$ cat src/rtl/tap_ctrl_if.sv
// tap_ctrl_if: TAP pins plus boundary-scan control strobes
interface tap_ctrl_if;
  logic       TMS;
  logic       TDI;
  logic       bsr_tdo;
  logic       TDO;
  logic       tdo_en;
  logic       dr_capture;
  logic       dr_shift;
  logic       dr_update;
  logic       bsr_select;
  logic       mode;
  logic [3:0] tap_state;
  modport master (output TMS, TDI, bsr_tdo,
                  input TDO, tdo_en, dr_capture, dr_shift, dr_update, bsr_select, mode, tap_state);
  modport slave (input TMS, TDI, bsr_tdo,
                 output TDO, tdo_en, dr_capture, dr_shift, dr_update, bsr_select, mode, tap_state);
endinterface

$ cat src/rtl/tap_ctrl.sv
// tap_ctrl: 16-state TAP controller with instruction, bypass and IDCODE registers
module tap_ctrl #(
  parameter int          IR_WIDTH   = 4,
  parameter logic [31:0] IDCODE_VAL = 32'h1000_0001
) (
  input logic       TCK,
  input logic       TRST,
  tap_ctrl_if.slave tap
);
  typedef enum logic [3:0] {
    TLR = 4'hF, RTI = 4'hC, SEL_DR = 4'h7, CAP_DR = 4'h6, SHIFT_DR = 4'h2, EXIT1_DR = 4'h1,
    PAUSE_DR = 4'h3, EXIT2_DR = 4'h0, UPDATE_DR = 4'h5, SEL_IR = 4'h4, CAP_IR = 4'hE,
    SHIFT_IR = 4'hA, EXIT1_IR = 4'h9, PAUSE_IR = 4'hB, EXIT2_IR = 4'h8, UPDATE_IR = 4'hD
  } state_t;
  localparam logic [IR_WIDTH-1:0] I_EXTEST = '0;
  localparam logic [IR_WIDTH-1:0] I_SAMPLE = IR_WIDTH'(1);
  localparam logic [IR_WIDTH-1:0] I_IDCODE = IR_WIDTH'(2);
  localparam logic [IR_WIDTH-1:0] IR_CAP   = IR_WIDTH'(1);
  state_t              state_q, state_d;
  logic [IR_WIDTH-1:0] ir_q, ir_d, ir_sh_q;
  logic [31:0]         id_q;
  logic                byp_q;
  logic                dr_capture_q, dr_shift_q, dr_update_q, bsr_select_q, mode_q, tdo_en_q;
  logic                bsr_sel, idc_sel;
  assign bsr_sel = ir_q == I_EXTEST || ir_q == I_SAMPLE;
  assign idc_sel = ir_q == I_IDCODE;
  // next TAP state from current state and TMS
  always_comb begin
    state_d = TLR;
    case (state_q)
      TLR:                  state_d = tap.TMS ? TLR       : RTI;
      RTI:                  state_d = tap.TMS ? SEL_DR    : RTI;
      SEL_DR:               state_d = tap.TMS ? SEL_IR    : CAP_DR;
      SEL_IR:               state_d = tap.TMS ? TLR       : CAP_IR;
      CAP_DR, SHIFT_DR:     state_d = tap.TMS ? EXIT1_DR  : SHIFT_DR;
      EXIT1_DR:             state_d = tap.TMS ? UPDATE_DR : PAUSE_DR;
      PAUSE_DR:             state_d = tap.TMS ? EXIT2_DR  : PAUSE_DR;
      EXIT2_DR:             state_d = tap.TMS ? UPDATE_DR : SHIFT_DR;
      CAP_IR, SHIFT_IR:     state_d = tap.TMS ? EXIT1_IR  : SHIFT_IR;
      EXIT1_IR:             state_d = tap.TMS ? UPDATE_IR : PAUSE_IR;
      PAUSE_IR:             state_d = tap.TMS ? EXIT2_IR  : PAUSE_IR;
      EXIT2_IR:             state_d = tap.TMS ? UPDATE_IR : SHIFT_IR;
      UPDATE_DR, UPDATE_IR: state_d = tap.TMS ? SEL_DR    : RTI;
      default:              state_d = TLR;
    endcase
  end
  // entering or sitting in TLR forces IDCODE; leaving UPDATE_IR commits the shifted instruction
  assign ir_d = state_d == TLR ? I_IDCODE : state_q == UPDATE_IR ? ir_sh_q : ir_q;
  // state, active instruction and strobes registered from next-state so outputs never see TMS directly
  always_ff @(posedge TCK or posedge TRST)
    if (TRST) begin
      state_q      <= TLR;
      ir_q         <= I_IDCODE;
      dr_capture_q <= 1'b0;
      dr_shift_q   <= 1'b0;
      dr_update_q  <= 1'b0;
      bsr_select_q <= 1'b0;
      mode_q       <= 1'b0;
      tdo_en_q     <= 1'b0;
    end else begin
      state_q      <= state_d;
      ir_q         <= ir_d;
      dr_capture_q <= state_d == CAP_DR || state_d == SHIFT_DR;
      dr_shift_q   <= state_d == SHIFT_DR;
      dr_update_q  <= state_d == UPDATE_DR;
      bsr_select_q <= ir_d == I_EXTEST || ir_d == I_SAMPLE;
      mode_q       <= ir_d == I_EXTEST;
      tdo_en_q     <= state_d == SHIFT_DR || state_d == SHIFT_IR;
    end
  // IR shift, bypass and ID data registers act on the state being left
  always_ff @(posedge TCK or posedge TRST)
    if (TRST) begin
      ir_sh_q <= IR_CAP;
      byp_q   <= 1'b0;
      id_q    <= IDCODE_VAL;
    end else begin
      if (state_q == CAP_IR) ir_sh_q <= IR_CAP;
      else if (state_q == SHIFT_IR) ir_sh_q <= {tap.TDI, ir_sh_q[IR_WIDTH-1:1]};
      if (state_q == CAP_DR) begin
        byp_q <= 1'b0;
        id_q  <= IDCODE_VAL;
      end else if (state_q == SHIFT_DR) begin
        if (!bsr_sel && !idc_sel) byp_q <= tap.TDI;
        if (idc_sel) id_q <= {tap.TDI, id_q[31:1]};
      end
    end
  assign tap.TDO        = state_q == SHIFT_IR ? ir_sh_q[0] : bsr_sel ? tap.bsr_tdo : idc_sel ? id_q[0] : byp_q;
  assign tap.tdo_en     = tdo_en_q;
  assign tap.dr_capture = dr_capture_q;
  assign tap.dr_shift   = dr_shift_q;
  assign tap.dr_update  = dr_update_q;
  assign tap.bsr_select = bsr_select_q;
  assign tap.mode       = mode_q;
  assign tap.tap_state  = state_q;
endmodule
$ cat src/flat_wrapper.sv
// flat-port wrapper written by rule: the top's interface ports become plain ports
module tap_ctrl_flat 
#(
  parameter int          IR_WIDTH   = 4,
  parameter logic [31:0] IDCODE_VAL = 32'h1000_0001
)
  (TCK, TRST, tap_TMS, tap_TDI, tap_bsr_tdo, tap_TDO, tap_tdo_en, tap_dr_capture, tap_dr_shift, tap_dr_update, tap_bsr_select, tap_mode, tap_tap_state);
  tap_ctrl_if tap_i ();
  input logic TCK;
  input logic TRST;
  input wire logic [$bits(tap_i.TMS)-1:0] tap_TMS;
  input wire logic [$bits(tap_i.TDI)-1:0] tap_TDI;
  input wire logic [$bits(tap_i.bsr_tdo)-1:0] tap_bsr_tdo;
  output wire logic [$bits(tap_i.TDO)-1:0] tap_TDO;
  output wire logic [$bits(tap_i.tdo_en)-1:0] tap_tdo_en;
  output wire logic [$bits(tap_i.dr_capture)-1:0] tap_dr_capture;
  output wire logic [$bits(tap_i.dr_shift)-1:0] tap_dr_shift;
  output wire logic [$bits(tap_i.dr_update)-1:0] tap_dr_update;
  output wire logic [$bits(tap_i.bsr_select)-1:0] tap_bsr_select;
  output wire logic [$bits(tap_i.mode)-1:0] tap_mode;
  output wire logic [$bits(tap_i.tap_state)-1:0] tap_tap_state;
  assign tap_i.TMS = tap_TMS;
  assign tap_i.TDI = tap_TDI;
  assign tap_i.bsr_tdo = tap_bsr_tdo;
  assign tap_TDO = tap_i.TDO;
  assign tap_tdo_en = tap_i.tdo_en;
  assign tap_dr_capture = tap_i.dr_capture;
  assign tap_dr_shift = tap_i.dr_shift;
  assign tap_dr_update = tap_i.dr_update;
  assign tap_bsr_select = tap_i.bsr_select;
  assign tap_mode = tap_i.mode;
  assign tap_tap_state = tap_i.tap_state;
  tap_ctrl #(.IR_WIDTH(IR_WIDTH), .IDCODE_VAL(IDCODE_VAL)) u_core (.TCK(TCK), .TRST(TRST), .tap(tap_i));
endmodule
$ cat config.mk
export PLATFORM = sky130hd
export DESIGN_NAME = tap_ctrl_flat
export DESIGN_NICKNAME = d
export VERILOG_FILES = /design/src/rtl/tap_ctrl_if.sv /design/src/rtl/tap_ctrl.sv /design/src/flat_wrapper.sv
export SDC_FILE = /design/constraint.sdc
export NUM_CORES = 1
export LEC_CHECK = 0
export BUFFER_PORTS_ARGS = -buffer_cell sky130_fd_sc_hd__buf_2
export CAP_MARGIN = 0
export CORE_UTILIZATION = 51
export DETAILED_ROUTE_END_ITERATION = 7
export HOLD_SLACK_MARGIN = 0.05
export MAX_ROUTING_LAYER = met4
export PLACE_DENSITY_LB_ADDON = 0.15
export RECOVER_POWER = 25
export SLEW_MARGIN = 20
export SYNTH_ARGS = -nofsm -noshare
export SYNTH_HDL_FRONTEND = slang
export SYNTH_SLANG_ARGS = --single-unit
$ cat constraint.sdc
create_clock -name TCK -period 3.1 [get_ports TCK]
set_input_delay 0.155 -clock TCK [delete_from_list [all_inputs] [get_ports TCK]]
set_output_delay 0.155 -clock TCK [all_outputs]
set_load 0.01 [all_outputs]
## Word level (Yosys, flattened, before mapping)

Index checks and enable logic that the tools add are counted.
W data, S select, Z words.

- Flip-flop bits (word level): 51
- Latch bits: 0
- RAM bits: 0
- Memory bits (read-only): 0
- Output and inout port bits: 11
- Word-level logic and storage cells: 79
- Memories kept: 0

- Add/sub/neg operators: 0
- Multipliers: 0
- Div/mod/pow operators: 0
- Order comparisons: 0
- Equal/unequal tests: 23
- Shift operators: 0
- Muxes and demuxes: 26
- Bitwise gates (word level): 0
- Reductions and logical operators: 19

Operators by type and width:

| kind | count |
|---|---|
| $mux W32 | 3 |
| $pmux W4 S12 | 1 |
| $eq A4 B4 Y1 const B | 10 |
| $eq A4 B3 Y1 const B | 6 |
| $mux W4 | 5 |
| $eq A4 B2 Y1 const B | 4 |
| $eq A4 B1 Y1 const B | 3 |
| $logic_not A4 Y1 | 3 |
| $mux W2 | 6 |
| $mux W3 | 4 |
| $reduce_bool A2 Y1 | 4 |
| $mux W1 | 7 |
| $logic_or A1 B1 Y1 | 4 |
| $reduce_and A2 Y1 | 2 |
| $reduce_or A2 Y1 | 2 |
| $reduce_or A3 Y1 | 1 |
| $logic_not A1 Y1 | 2 |
| $logic_and A1 B1 Y1 | 1 |

## Logic depth before layout (Yosys ltp)

Gate-level depths: netlist (run 1).

- Depth in word-level cells: 7
- Depth in mapped cells: 6

## Worst setup path after synthesis (run 1)

OpenSTA, ideal clock, no wires.

- Path kind: reg2reg
- Start point: register u_core.state_q[1] (netlist: u_core.tap.tap_state[1])
- End point: register u_core.id_q[2]
- Setup time: 120 ps
- Data arrival time: 1487 ps
- Setup slack: 1493 ps
- Cell stages (with the launch flop): 6
- Period minus slack after synthesis: 1607 ps
- Path through: dfstp_2 or3b_1 buf_2 dlygate4sd1_1 nand2_1 o21ai_2

- Longest elaborated chain between the ends: 3

RTL lines:

| element | RTL line | text |
|---|---|---|
| start, declared | tap_ctrl.sv:19 | `state_t state_q, state_d;` |
| start signal, assigned | tap_ctrl.sv:61 | `state_q <= state_d;` |
| $eq A4 B3 Y1 or $eq A4 B2 Y1 (tied branches) | tap_ctrl.sv:79, tap_ctrl.sv:82 |  |
| $reduce_bool A2 Y1 (no line) | - |  |
| $reduce_and A2 Y1 (no line) | - |  |
| end signal, assigned | tap_ctrl.sv:84 | `if (idc_sel) id_q <= {tap.TDI, id_q[31:1]};` |
| end, declared | tap_ctrl.sv:21 | `logic [31:0] id_q;` |

Parallel ways exist; a longest one is shown, timed or not.
A chain may end at the register's enable or synchronous reset.

## Worst setup path in the final report (run 1)

- Start point: register u_core.state_q[1] (netlist: u_core.tap.tap_state[1])
- End point: output port tap_TDO

- Longest elaborated chain between the ends: 2

RTL lines:

| element | RTL line | text |
|---|---|---|
| $eq A4 B4 Y1 | tap_ctrl.sv:87 | `assign tap.TDO = state_q == SHIFT_IR ? ir_sh_q[0] : bsr_sel ? tap.bsr_tdo : idc_sel ? id_q[0] : byp_q;` |
| $mux W1 | tap_ctrl.sv:87 |  |
| end, declared | flat_wrapper.sv:14 | `output wire logic [$bits(tap_i.TDO)-1:0] tap_TDO;` |

No other way between the ends.

==> flow_summary.rst, run 1 <==
.. list-table::
   :header-rows: 1

   * - Metric
     - Value
   * - Cell Rows
     - 23
   * - Number of clock sinks
     - 51
   * - Crit. End Element
     - output pin
   * - Count of flip-flops with a built-in enable after synthesis
     - 0
   * - Number of antenna violations at the first check in global routing
     - 0
   * - Antenna cell count
     - 0
   * - Worst EP required
     - 2940 ps
   * - PwrDens
     - 946 mW/mm^2
   * - Yosys Warn Count
     - 0
   * - Vertical extent of the die
     - 68.5 um
   * - Final sum of negative setup slack
     - 0 ps
   * - Worst-Skew Late Latency
     - 310 ps
   * - Internal power contribution
     - 1.44 mW
   * - Routed length per instance
     - 15.5 um
   * - Maximum net fanout on the critical path
     - 14
   * - Share of synthesized flip-flops with an asynchronous set or reset
     - 1.00
   * - Utilization of the core after routing
     - 0.588
   * - Cell Area, Synth
     - 0.00226 mm^2
   * - Setup WS pre-CTS
     - 1200 ps
   * - Net switching fraction of the power
     - 0.372
   * - Synthesized instance count
     - 195
   * - Setup skew after layout
     - 13.2 ps
   * - CTS hold repair buffers
     - 0
   * - Total global routing overflow
     - 0
   * - Synth-to-Final Area Change
     - 7.15%
   * - Seq. cell area
     - 0.00129 mm^2
   * - Ordered list of cells on the worst path
     - nand3b_1, nor2_1, a21oi_1, a22o_1, buf_2
   * - Post-CTS setup buffer count
     - 0
   * - Maximum Capacitance Violations
     - 1
   * - Number of flip-flops and latches in the synthesized netlist
     - 51
   * - Number of CTS-inserted buffers
     - 5
   * - Most frequent cells in the layout
     - 43 x sky130_fd_sc_hd__dfrtp_1, 22 x sky130_fd_sc_hd__nand2_1, 20 x sky130_fd_sc_hd__a22o_1, 12 x sky130_fd_sc_hd__a22oi_1, 10 x sky130_fd_sc_hd__o21ai_0
   * - Routed Antenna Nets
     - 0
   * - Starting density of the core
     - 0.548
   * - TritonCTS clock tree
     - yes
   * - Hold slack
     - 154 ps
   * - Worst flop-to-flop path startpoint
     - u_core.tap.tap_state[1]
   * - Global-route wire length before repair
     - 6770 um
   * - Total routed wirelength
     - 4000 um
   * - Overall Global Routing Usage
     - 0.206
   * - Critical Path Start Type
     - flip-flop
   * - Combinational fraction of design power
     - 0.342
   * - Port bufs
     - 15
   * - Maximum number of pins on one net before global-route repair
     - 52
   * - End of the worst hold path
     - u_core.ir_sh_q[3]
   * - Max-slew headroom at the worst pin
     - -0.452
   * - Via density per instance
     - 5.68
   * - Area of combinational cells with multiple inputs
     - 856 um^2
   * - Final weighted congestion in routability-driven placement
     - 0.800
   * - Sequential area share after synthesis
     - 0.570
   * - Placeable Area
     - 0.00412 mm^2
   * - Data arrival, critical path
     - 1970 ps
   * - Switching power
     - 0.853 mW
   * - Slew @ Worst Pin
     - 2170 ps
   * - Count of filler cells inserted in the layout
     - 347
   * - Sequential group share of total power
     - 0.452
   * - Number of instances resized during post-cts repair
     - 0
   * - DRC viols
     - 0
   * - Setup ws final
     - 977 ps
   * - Main flop type after synthesis
     - sky130_fd_sc_hd__dfrtp_1
   * - Number of library cell types mapped by synthesis
     - 40
   * - Syn nets
     - 200
   * - Area enclosed by the die boundary
     - 0.00470 mm^2
   * - Failing checks
     - capacitance limit, slew limit
   * - Path category of the worst min-delay check
     - input port to flip-flop
   * - Worst VDD drop
     - 0.000485 V
   * - Horizontal extent of the die
     - 68.5 um
   * - Setup-violating endpoint count in the final report
     - 0
   * - Total vias in the final route
     - 1466
   * - Final count of hold timing violations
     - 0
   * - Leading cell type in the layout, fill and taps excluded
     - sky130_fd_sc_hd__dfrtp_1
   * - Count of cells along the worst hold path
     - 3
   * - Endpoint of the worst register-to-register path
     - u_core.id_q[26]
   * - R2r worst-path depth
     - 4
   * - Synthesized area per cell
     - 11.6 um^2
   * - Launch instance of the worst min-delay path
     - tap_TDI
   * - Buffer type at the clock tree root
     - sky130_fd_sc_hd__clkbuf_8
   * - Clock group share of total power
     - 0.206
   * - Number of pins exceeding their max-slew limit in the final report
     - 52
   * - Via count of the first global-routing pass
     - 1424
   * - Number of detailed-routing iterations run before antenna repair
     - 4
   * - Status
     - finished with violations
   * - Share of final-layout standard cells stronger than drive strength 1
     - 0.178
   * - Post-CTS clock slew at the launch and capture registers of the worst setup and hold paths
     - 90 ps
   * - Total number of nets in the final design
     - 212
   * - CP Class
     - flip-flop to output pin
   * - H-tree levels
     - 2
   * - Number of ports placed on the die boundary
     - 16
   * - Post-DP HPWL
     - 2650 um
   * - RSZ-0062 raised after global routing
     - no
   * - CP max stage cell
     - sky130_fd_sc_hd__dfstp_1
   * - Period utilization
     - 0.685
   * - Leakage Power
     - 1.10 nW
   * - Slowest Stage Delay on Critical Path
     - 740 ps
   * - Timing-limited maximum frequency
     - 0.471 GHz
   * - Time the final worst path needs with I/O delays and setup
     - 2120 ps
   * - Violation count after the first detailed-route iteration
     - 82
   * - Internal reg-to-reg setup slack
     - 1060 ps
   * - Clock buffer depth
     - 2
-- synth_stat cells (2+ instances only) --
master / number / area share
sky130_fd_sc_hd__a21oi_1: 5 / 0.011
sky130_fd_sc_hd__a22o_1: 20 / 0.078
sky130_fd_sc_hd__a22oi_1: 12 / 0.040
sky130_fd_sc_hd__buf_2: 5 / 0.011
sky130_fd_sc_hd__buf_6: 3 / 0.015
sky130_fd_sc_hd__dfrtp_1: 43 / 0.48
sky130_fd_sc_hd__dfstp_2: 8 / 0.093
sky130_fd_sc_hd__inv_1: 3 / 0.0050
sky130_fd_sc_hd__mux2_2: 2 / 0.010
sky130_fd_sc_hd__mux2i_1: 2 / 0.0089
sky130_fd_sc_hd__nand2_1: 22 / 0.037
sky130_fd_sc_hd__nand2b_1: 6 / 0.017
sky130_fd_sc_hd__nand3_1: 2 / 0.0044
sky130_fd_sc_hd__nor2_1: 8 / 0.013
sky130_fd_sc_hd__nor2b_1: 3 / 0.0083
sky130_fd_sc_hd__nor3_1: 5 / 0.011
sky130_fd_sc_hd__nor4_1: 2 / 0.0055
sky130_fd_sc_hd__o21ai_0: 10 / 0.022
sky130_fd_sc_hd__o21ai_1: 9 / 0.020
sky130_fd_sc_hd__o21ai_2: 2 / 0.0078
sky130_fd_sc_hd__o22a_1: 4 / 0.016
-- layer usage --
layer	vias to the layer above	track usage	wire (um)	share of wire
met2	15	0.316	1870	0.47
met4	0	0.102	60	0.015
met5	-	-	0	0
li1	729	-	-	-
met3	7	0.0395	76	0.019
met1	715	0.261	2000	0.50
-- through the flow --
step	std cells	area, um^2	total power [mW]
finish	258	2420	2.29
CTS	257	2410	2.32
detailed placement	249	2300	1.84
floorplan	195	2260	1.70
global placement	249	2300	1.80
global route	258	2420	2.46
-- power by group through the flow --
stage	Clock, mW	Combinational [mW]	Sequential, mW
2_1_floorplan	0	0.704	0.998
3_5_place_dp	0	0.796	1.05
4_1_cts	0.486	0.797	1.04
6_report	0.471	0.783	1.03
5_1_grt	0.509	0.886	1.07
3_3_place_gp	0	0.769	1.04
-- cells by family after synthesis --
logic type             share of synthesized area
flip-flops                                 0.570
AO/OA/AOI/OAI                              0.205
multiplexers                              0.0188
buffers and inverters                     0.0510
AND/OR/NAND/NOR                            0.156
-- layout make-up --
cell class              instances  area share
inverters                       3     0.00517
multi-input cells             129       0.354
well taps                      50      0.0259
clock buffers                   5      0.0285
clock inverters                 3      0.0197
flip-flops and latches         51       0.532
repair buffers                 17      0.0352
-- worst max-delay path: cells and delay by family, from the launching register on --
family                 cells  cell delay [ps]
AO/OA/AOI/OAI              2              230
flip-flops                 1              740
AND/OR/NAND/NOR            2              560
buffers and inverters      1              130
-- how the worst max path moves through the flow --
stage	start	depth (start not counted)	slack, ps	end
after global routing	TRST	3	780	u_core.ir_q[0]
after floorplan	u_core.tap.tap_state[1]	5	1490	u_core.id_q[2]
final	u_core.tap.tap_state[1]	5	980	tap_TDO
after global placement	u_core.tap.tap_state[2]	4	1230	u_core.tap.mode
after CTS	u_core.tap.tap_state[3]	5	1100	tap_TDO
after detailed placement	u_core.tap.tap_state[1]	4	1200	u_core.id_q[26]
-- sequential cells by signal (all words and copies together) (netlist names) --
register and count:
u_core.tap.tdo_en 1, u_core.tap.mode 1, u_core.tap.dr_shift 1, u_core.ir_q 4, u_core.tap.tap_state 4, u_core.tap.bsr_select 1
u_core.id_q 32, u_core.tap.dr_capture 1, u_core.tap.dr_update 1, u_core.byp_q 1, u_core.ir_sh_q 4
Note: power is estimated with default switching activity, not from simulation.
==> run 2, diff against run 1 <==
==> constraint.sdc (replaced) <==
create_clock -name TCK -period 2 [get_ports TCK]
set_input_delay 0.1 -clock TCK [delete_from_list [all_inputs] [get_ports TCK]]
set_output_delay 0.1 -clock TCK [all_outputs]
set_load 0.01 [all_outputs]
==> flow_summary.rst, run 2 (synthesis gave the netlist of run 1 again) <==
.. list-table::
   :header-rows: 1

   * - Metric
     - Value
   * - Most frequent cells in the layout
     - 43 x sky130_fd_sc_hd__dfrtp_1, 22 x sky130_fd_sc_hd__nand2_1, 20 x sky130_fd_sc_hd__a22o_1, 12 x sky130_fd_sc_hd__a22oi_1, 10 x sky130_fd_sc_hd__o21ai_0
   * - Setup skew after layout
     - 8.54 ps (-4.66 ps)
   * - Number of CTS-inserted buffers
     - 5 (unchanged)
   * - Setup ws final
     - 169 ps (-808 ps)
   * - Data arrival, critical path
     - 1730 ps (-240 ps)
   * - Final count of hold timing violations
     - 0 (unchanged)
   * - Post-CTS clock slew at the launch and capture registers of the worst setup and hold paths
     - 90 ps (about the same)
   * - Global-route wire length before repair
     - 6800 um (+0.41%)
   * - Buffer type at the clock tree root
     - sky130_fd_sc_hd__clkbuf_8
   * - Slew @ Worst Pin
     - 1340 ps (-826 ps)
   * - Number of ports placed on the die boundary
     - 16 (unchanged)
   * - Violation count after the first detailed-route iteration
     - 119 (+45%)
   * - Antenna cell count
     - 0 (unchanged)
   * - Total routed wirelength
     - 4030 um (+0.80%)
   * - Vertical extent of the die
     - 68.5 um (unchanged)
   * - Number of detailed-routing iterations run before antenna repair
     - 4 (unchanged)
   * - Share of final-layout standard cells stronger than drive strength 1
     - 0.180 (+0.00221)
   * - Clock buffer depth
     - 2 (unchanged)
   * - Status
     - complete, no violations
   * - Ordered list of cells on the worst path
     - nand3b_1, nor2_1, a21oi_1, a22o_1, buf_2
   * - DRC viols
     - 0 (unchanged)
   * - Post-DP HPWL
     - 2670 um (+0.68%)
   * - Leading cell type in the layout, fill and taps excluded
     - sky130_fd_sc_hd__dfrtp_1
   * - CP max stage cell
     - sky130_fd_sc_hd__dfstp_1
   * - Placeable Area
     - 0.00412 mm^2 (unchanged)
   * - Area enclosed by the die boundary
     - 0.00470 mm^2 (unchanged)
   * - Critical Path Start Type
     - flip-flop
   * - Via density per instance
     - 5.90 (+3.9%)
   * - Maximum Capacitance Violations
     - 0 (-1)
   * - Number of antenna violations at the first check in global routing
     - 0 (unchanged)
   * - Max FFs per register
     - 32 (unchanged)
   * - Number of pins exceeding their max-slew limit in the final report
     - 0 (-100%)
   * - Worst EP required
     - 1900 ps (-1040 ps)
   * - Worst-Skew Late Latency
     - 300 ps (about the same)
   * - Total number of nets in the final design
     - 215 (+1.4%)
   * - Path category of the worst min-delay check
     - input port to flip-flop
   * - Final sum of negative setup slack
     - 0 ps (unchanged)
   * - Max-slew headroom at the worst pin
     - 0.106 (+0.558)
   * - Count of filler cells inserted in the layout
     - 355 (+2.3%)
   * - Synth-to-Final Area Change
     - 8.81%
   * - Cell Rows
     - 23 (unchanged)
   * - TritonCTS clock tree
     - yes
   * - Leakage Power
     - 1.13 nW (+2.3%)
   * - Seq. cell area
     - 0.00129 mm^2 (unchanged)
   * - Via count of the first global-routing pass
     - 1466 (+2.9%)
   * - Starting density of the core
     - 0.548 (unchanged)
   * - Period utilization
     - 0.916
   * - H-tree levels
     - 2 (unchanged)
   * - PwrDens
     - 1490 mW/mm^2 (+58%)
   * - Setup-violating endpoint count in the final report
     - 0 (unchanged)
   * - Overall Global Routing Usage
     - 0.207 (+0.000603)
   * - Final weighted congestion in routability-driven placement
     - 0.713 (-11%)
   * - Crit. End Element
     - output pin
   * - Maximum net fanout on the critical path
     - 14 (unchanged)
   * - Total global routing overflow
     - 0 (unchanged)
   * - Register bank with the most flops
     - u_core.id_q
   * - RSZ-0062 raised after global routing
     - no
   * - Total vias in the final route
     - 1541 (+5.1%)
   * - Horizontal extent of the die
     - 68.5 um (unchanged)
   * - Port bufs
     - 15 (unchanged)
   * - Worst VDD drop
     - 0.000922 V (+90%)
   * - Timing-limited maximum frequency
     - 0.546 GHz
   * - Slowest Stage Delay on Critical Path
     - 740 ps (about the same)
   * - Time the final worst path needs with I/O delays and setup
     - 1830 ps
   * - Maximum number of pins on one net before global-route repair
     - 38 (-27%)
   * - Setup WS pre-CTS
     - 268 ps (-935 ps)
   * - CP Class
     - flip-flop to output pin
   * - Routed Antenna Nets
     - 0 (unchanged)
   * - Number of clock sinks
     - 51 (unchanged)
   * - Area of combinational cells with multiple inputs
     - 856 um^2 (unchanged)
   * - Routed length per instance
     - 15.4 um (-0.36%)
==> run 2: cell types whose count changed in the layout (fill, tap and decap cells not counted), sizes merged <==
cell / delta
buf: +3
bufinv: +1
clkbuf: +1
clkinv: -1
clkinvlp: -1
==> run 2: worst paths after layout <==
check	slack, ps	depth (start not counted)	startpoint	end
setup / recovery	170	5	u_core.tap.tap_state[1]	tap_TDO
hold / removal	90	3	tap_TDI	u_core.ir_sh_q[3]
setup reg to reg	190	4	u_core.tap.tap_state[1]	u_core.id_q[11]
hold reg to reg	500	2	u_core.ir_sh_q[0]	u_core.ir_sh_q[0]
max in group asynchronous	400	4	TRST	u_core.id_q[12]
min in group asynchronous	720	3	TRST	u_core.tap.dr_capture
==> run 2: layout make-up <==
| class | instances | area share |
|---|---|---|
| clock buffer | 6 | 0.0295 |
| timing repair buffer | 20 | 0.0438 |
| sequential | 51 | 0.524 |
| inverter | 3 | 0.00458 |
| tap | 50 | 0.0255 |
| clock inverter | 2 | 0.0245 |
| multi-input combinational | 129 | 0.348 |
==> run 2: repair_timing <==
action | 4_1_cts | 5_1_grt
endpoints found under the setup margin | 0 | 1
endpoints found under the hold margin | 28 | 0
hold buffers | 1 | 0
setup buffers | 0 | 1
gates resized for setup | 0 | 0
==> run 2: where the power goes <==
part	internal [mW]	leakage, nW	switching, mW
clock	0.500	0.0654	0.329
combinational	0.539	0.410	0.687
sequential	1.33	0.651	0.288
==> run 2: layer usage <==
| layer | track usage | part of all wire | routed length, um |
|---|---|---|---|
| met2 | 0.324 | 0.49 | 1970 |
| met4 | 0.0781 | 0.016 | 64 |
| met3 | 0.0493 | 0.032 | 127 |
| met1 | 0.260 | 0.46 | 1870 |
| met5 | - | 0 | 0 |
==> run 2: worst max-delay path, delay by kind of cell (launching register included) <==
family	cells	cell delay [ps]
and+or+nand+nor	2	320
DFF	1	740
AOI/OAI and AO/OA	2	230
buffers and inverters	1	140
==> run 2: metrics by stage <==
stage	util	total power [mW]	cell area [um^2]	instances	hold WS (ps)
finish	0.597	3.67	2460	261	87.8
global route	0.597	3.92	2460	261	115
CTS	0.597	3.71	2460	260	80.5
detailed placement	0.562	2.87	2310	251	281
global placement	0.562	2.81	2310	251	263
floorplan	-	2.64	2260	195	248
